## config.mk

```make
export PLATFORM = sky130hd
export DESIGN_NAME = decoder_pipelined
export DESIGN_NICKNAME = d
export VERILOG_FILES = /design/src/rtl/decoder_pkg.sv /design/src/rtl/dec_skid_stage.sv /design/src/rtl/decoder_pipelined.sv
export SDC_FILE = /design/constraint.sdc
export NUM_CORES = 1
export LEC_CHECK = 0
export ABC_AREA = 1
export CAP_MARGIN = 20
export CORE_UTILIZATION = 45
export DETAILED_ROUTE_END_ITERATION = 10
export PLACE_DENSITY = 0.68
export SLEW_MARGIN = 5
export SYNTH_ARGS = -nofsm -noshare
export SYNTH_HDL_FRONTEND = slang
export SYNTH_SLANG_ARGS = --single-unit
```

## constraint.sdc

```tcl
create_clock -name clk -period 1.3 [get_ports clk]
set_input_delay 0.26 -clock clk [delete_from_list [all_inputs] [get_ports clk]]
set_output_delay 0.26 -clock clk [all_outputs]
set_load 0.02 [all_outputs]
```

## src/rtl/decoder_pkg.sv

```systemverilog
// Purpose: shared types and the combinational decode function for decoder_pipelined.
// Latency: none; this file holds only types and a pure function.
// Backpressure: not applicable.
// Contents: dec_mode_t (decode mode select) and decode_word(code, mode, ena, acc).
package decoder_pkg;

  // Widest word the decoder supports (N = 8). Callers cast the result down to their width.
  localparam int DEC_MAX_W = 256;

  typedef enum logic [1:0] {
    DEC_ONEHOT = 2'd0,
    DEC_THERMO = 2'd1,
    DEC_ACCUM  = 2'd2,
    DEC_RSVD   = 2'd3
  } dec_mode_t;

  // acc must already be the post-clear accumulator value (acc_next).
  // The function returns the full DEC_MAX_W-bit word. Only the low 2**N bits are meaningful.
  function automatic logic [DEC_MAX_W-1:0] decode_word(
    input logic [7:0]           code,
    input dec_mode_t            mode,
    input logic                 ena,
    input logic [DEC_MAX_W-1:0] acc
  );
    logic [DEC_MAX_W-1:0] w;
    w = '0;
    if (ena) begin
      case (mode)
        DEC_ONEHOT: begin
          for (int i = 0; i < DEC_MAX_W; i++) w[i] = (i == int'(code));
        end
        DEC_THERMO: begin
          for (int i = 0; i < DEC_MAX_W; i++) w[i] = (i <= int'(code));
        end
        DEC_ACCUM: begin
          w       = acc;
          w[code] = 1'b1;
        end
        default: w = '0;
      endcase
    end
    return w;
  endfunction

endpackage

```

## src/rtl/dec_skid_stage.sv

```systemverilog
// Purpose: generic W-bit valid/ready output register with a one-entry skid buffer.
// Latency: 1 cycle from accept to out_valid. Throughput is 1 beat per cycle while out_ready is high.
// Backpressure: a beat accepted during a stall parks in the skid, and in_ready drops until the skid drains.
// Ports: clk/rst (sync, active high); in_valid/in_ready/in_data upstream; out_valid/out_ready/out_data downstream.
module dec_skid_stage #(
  parameter int W = 32
) (
  input  logic         clk,
  input  logic         rst,
  input  logic         in_valid,
  output logic         in_ready,
  input  logic [W-1:0] in_data,
  output logic         out_valid,
  input  logic         out_ready,
  output logic [W-1:0] out_data
);

  logic         skid_valid;
  logic [W-1:0] skid_data;
  logic         accept;
  logic         load_out;

  assign in_ready = ~skid_valid & ~rst;
  assign accept   = in_valid & in_ready;
  // The output register may take new data when it is empty or its beat is leaving.
  assign load_out = ~out_valid | out_ready;

  always_ff @(posedge clk) begin
    if (rst) begin
      out_valid  <= 1'b0;
      out_data   <= '0;
      skid_valid <= 1'b0;
      skid_data  <= '0;
    end else if (load_out) begin
      if (skid_valid) begin
        // The skid holds the older beat, so it drains first. in_ready is low here, so nothing is accepted.
        out_valid  <= 1'b1;
        out_data   <= skid_data;
        skid_valid <= 1'b0;
      end else if (accept) begin
        out_valid <= 1'b1;
        out_data  <= in_data;
      end else begin
        out_valid <= 1'b0;
      end
    end else if (accept) begin
      // Stalled with a valid output: park the new beat. out_data stays bit-stable.
      skid_valid <= 1'b1;
      skid_data  <= in_data;
    end
  end

endmodule

```

## src/rtl/decoder_pipelined.sv

```systemverilog
// Purpose: N-to-2^N decoder (one-hot / thermometer / accumulate) with a registered valid/ready output.
// Latency: 1 cycle from accept to out_valid. Throughput is 1 beat per cycle while out_ready is high.
// Backpressure: a one-entry skid absorbs one beat during a stall, and in_ready falls while the skid is full.
// Ports: clk, rst (sync, active high); ena, in_valid/in_ready, in[N-1:0], mode[1:0], clear;
//        out_valid/out_ready, out[OUT_W-1:0].
module decoder_pipelined
  import decoder_pkg::*;
#(
  parameter  int N     = 5,
  localparam int OUT_W = 2**N
) (
  input  logic             clk,
  input  logic             rst,
  input  logic             ena,
  input  logic             in_valid,
  output logic             in_ready,
  input  logic [N-1:0]     in,
  input  logic [1:0]       mode,
  input  logic             clear,
  output logic             out_valid,
  input  logic             out_ready,
  output logic [OUT_W-1:0] out
);

  dec_mode_t        mode_e;
  logic [OUT_W-1:0] acc;
  logic [OUT_W-1:0] acc_next;
  logic [OUT_W-1:0] dec_word;
  logic             accept;

  assign mode_e   = dec_mode_t'(mode);
  assign accept   = in_valid & in_ready;
  assign acc_next = clear ? '0 : acc;
  assign dec_word = OUT_W'(decode_word(8'(in), mode_e, ena, DEC_MAX_W'(acc_next)));

  // In accumulate mode, dec_word already contains acc_next when ena=1 and is zero when ena=0.
  // ORing it with acc_next therefore covers both cases.
  // Any other cycle with clear high zeroes the accumulator. Output handshakes never touch it.
  always_ff @(posedge clk) begin
    if (rst) begin
      acc <= '0;
    end else if (accept && mode_e == DEC_ACCUM) begin
      acc <= acc_next | dec_word;
    end else if (clear) begin
      acc <= '0;
    end
  end

  dec_skid_stage #(
    .W(OUT_W)
  ) u_skid (
    .clk      (clk),
    .rst      (rst),
    .in_valid (in_valid),
    .in_ready (in_ready),
    .in_data  (dec_word),
    .out_valid(out_valid),
    .out_ready(out_ready),
    .out_data (out)
  );

endmodule

```

==> results.ini <==
[outcome]
outcome=finished with violations
violations=negative setup slack

[grt]
grt_pass1_wl_mm=24.0
grt_overflow=0
antenna_found_initial=0
grt_pass1_vias=4887
grt_max_degree=62
track_usage=0.275

[timing]
clock.fmax_ghz=0.758
setup_viol=1
slew_viol_final=0
hold_viol=0
worst_slew_pin_slew_ns=0.526
rsz0062_at_grt=yes
fin_tns_setup_ns=-0.0192
finClkSkew_ns=0.00861
fin_crit_ns=1.32
fin_crit_sh=1.01
slew-limit-headroom=0.649
setup_ws_ns=-0.0192

[worst_setup_path]
timing_worst_setup_path_type=in -> reg
critPathArrivalTime_ns=1.59
start_kind=input pin
crit_path_end_kind=flop
critical_path_required_ns=1.57
cp_cell_sequence=clkdlybuf4s50_1, a21oi_1, nor2_2, inv_2, buf_12, a21oi_1, a21oi_1
cpPeakStageDelay_ns=0.50
crit_top_cell=a21oi_1
crit_slowest_cell=clkdlybuf4s50_1
reg2reg_slack_ns=0.01
cp_max_fo=19

[cells_and_area]
nNetsFinal=788
drive_gt1_frac=0.273
antenna_cells=0
areaGrowthSynthToFinish_pct=34.5
final.fill_count=881
stdcell_area_sq_um=6310
post_layout_nonfiller_instances=913
utilization=0.634

[synth]
synth_warnings=0
yosysSeqAreaShare=0.418
syn_nets=686
synth_edf_count=0
synth-seq-cells=98
syn_avg_cell_area_sq_um=6.97
synth_cell_types=29
synth_most_common_cell=a21oi_1
synth_common_cells=a21oi_1, nand2_1, dfxtp_1, nand3_1, o21ai_0
netlist_top_cells_area=dfxtp_1, a21oi_1, nand2_1, nand3_1, o21ai_0
ys_async_sr_fraction=0
synth_top_area_cell=dfxtp_1
synth_top_area_frac=0.418
synthCells=673
syn_area_sq_um=4690
synth_flop_cell=dfxtp_1

[power_and_ir_drop]
power_frac_comb=0.171
clock_power_share=0.334
total_leakage_power_nw=2.50
switching_power_mw=1.91
p_int_mw=4.44
pwr-share-seq=0.495
power_mw=6.34
ir_drop_v=0.00101
switching_share=0.300
p_per_area_nw_per_um2=1010

[die]
die_h_microns=104
num_io_pins=47
design.core.area_sq_um=9950
die_w_microns=104
dieArea_sq_um=10800
start_util=0.471
rows=36

[routing]
drc=0
drt_iter0_drc=300
num_vias=5087
dr.pass1.iters=5
ant_nets=0
wl_met1_mm=6.33
drt-total-wl_mm=15.1
wl_per_cell_microns=16.6
via_per_inst=5.57
dr_wl_met3_microns=790
wl_met2_mm=7.50
highest_layer=met4

[cts]
clockBufferDepth=2
clkSinkCount=98
cts_inserted_buffers=9
clk_latency_ns=0.37
cts_tree=done
root_buffer=clkbuf_8
clk_pin_slew_worst_paths_ns=0.11
cts-htree-levels=3
ctsHoldBuffers=0

[placed_design]
place_inst=877
gp_congestion=0.866
hpwlAfterDp_mm=9.66
placed_cell_area_sq_um=5770
port_buffers=46

[min_path]
hold_path_class=in -> reg

[job]
maxCapViolCount=0

==> path summary, 6_finish.rpt <==
| path | startpoint | endpoint | cells after the start |
|---|---|---|---|
| worst max-delay path | in_valid | u_skid.out_data[0] | 7 |
| worst min-delay path | ena | u_skid.skid_data[1] | 4 |
| worst max register to register | u_skid.skid_valid | u_skid.skid_data[3] | 7 |
| worst min register to register | acc[8] | acc[8] | 2 |
==> sequential cells by signal (all words and copies together), names as in the netlist <==
| name | flops |
|---|---|
| acc | 32 |
| u_skid.out_data | 32 |
| u_skid.out_valid | 1 |
| u_skid.skid_data | 32 |
| u_skid.skid_valid | 1 |
==> cell type report <==
type	count	area, sq um	area share
Multi-Input combinational cell	476	2470	0.392
Sequential cell	98	1970	0.312
Timing Repair Buffer	139	1300	0.206
Inverter	51	200	0.0317
Tap cell	133	166	0.0264
Clock buffer	9	124	0.0196
Clock inverter	7	85.1	0.0135
==> kinds of logic after synthesis <==
kind of cell           share of synthesized area
buffers and inverters                     0.0891
AOI/OAI and AO/OA                          0.248
and+or+nand+nor                            0.245
DFF                                        0.418
==> cell usage in the layout (no fill, tap or decap), types with 2 or more instances in the layout <==
master,instances
inv_8,2
o211ai_1,9
a21oi_2,11
buf_2,4
nand3_2,4
clkbuf_2,21
nor2_4,8
nand3_1,80
nand4_1,4
clkdlybuf4s15_2,12
dfxtp_2,3
nand2_4,2
buf_12,11
a21oi_1,128
nand2_1,113
a31oi_4,2
clkdlybuf4s15_1,3
buf_4,71
dfxtp_1,95
inv_1,36
inv_4,3
o21ai_0,67
nor2_2,7
nand2_2,7
clkbuf_16,4
nor2_1,23
clkbuf_8,9
dlygate4sd2_1,3
inv_2,11
clkdlybuf4s50_1,2
buf_6,6
o21ai_2,4
clkinvlp_4,2
==> worst max-delay path: cells and delay by family <==
family                 cells  cell delay (ns)
and+or+nand+nor            1             0.20
buffers and inverters      3             0.77
AOI/OAI and AO/OA          3             0.36
==> metal layers <==
layer	vias up	global-route usage
met4	0	0.111
li1	2485	-
met2	165	0.490
met5	-	0
met1	2399	0.330
met3	38	0.0407
==> power by group through the flow <==
| stage | sequential, mW | combinational, mW | clock, mW |
|---|---|---|---|
| after floorplan | 3.28 | 0.457 | 0 |
| after CTS | 3.14 | 1.04 | 2.14 |
| after global placement | 3.20 | 1.01 | 0 |
| final | 3.14 | 1.09 | 2.12 |
| after detailed placement | 3.20 | 1.02 | 0 |
| after global routing | 3.15 | 1.17 | 2.25 |
==> through the flow <==
stage	setup slack, ns	hold slack (ns)
final	-0.0192	0.315
after global routing	-0.0866	0.328
after CTS	0.0000487	0.312
after detailed placement	-0.697	0.456
after global placement	-0.664	0.452
after floorplan	-0.000176	0.434
==> timing repair <==
item / CTS / global route
cloned: 1 / 4
buffers inserted: 8 / 7
gates resized for setup: 125 / 52
pin swaps: 12 / 10
endpoints found under the setup margin: 130 / 113
endpoints found under the hold margin: 0 / 0
Note: power is estimated with default switching activity, not from simulation.
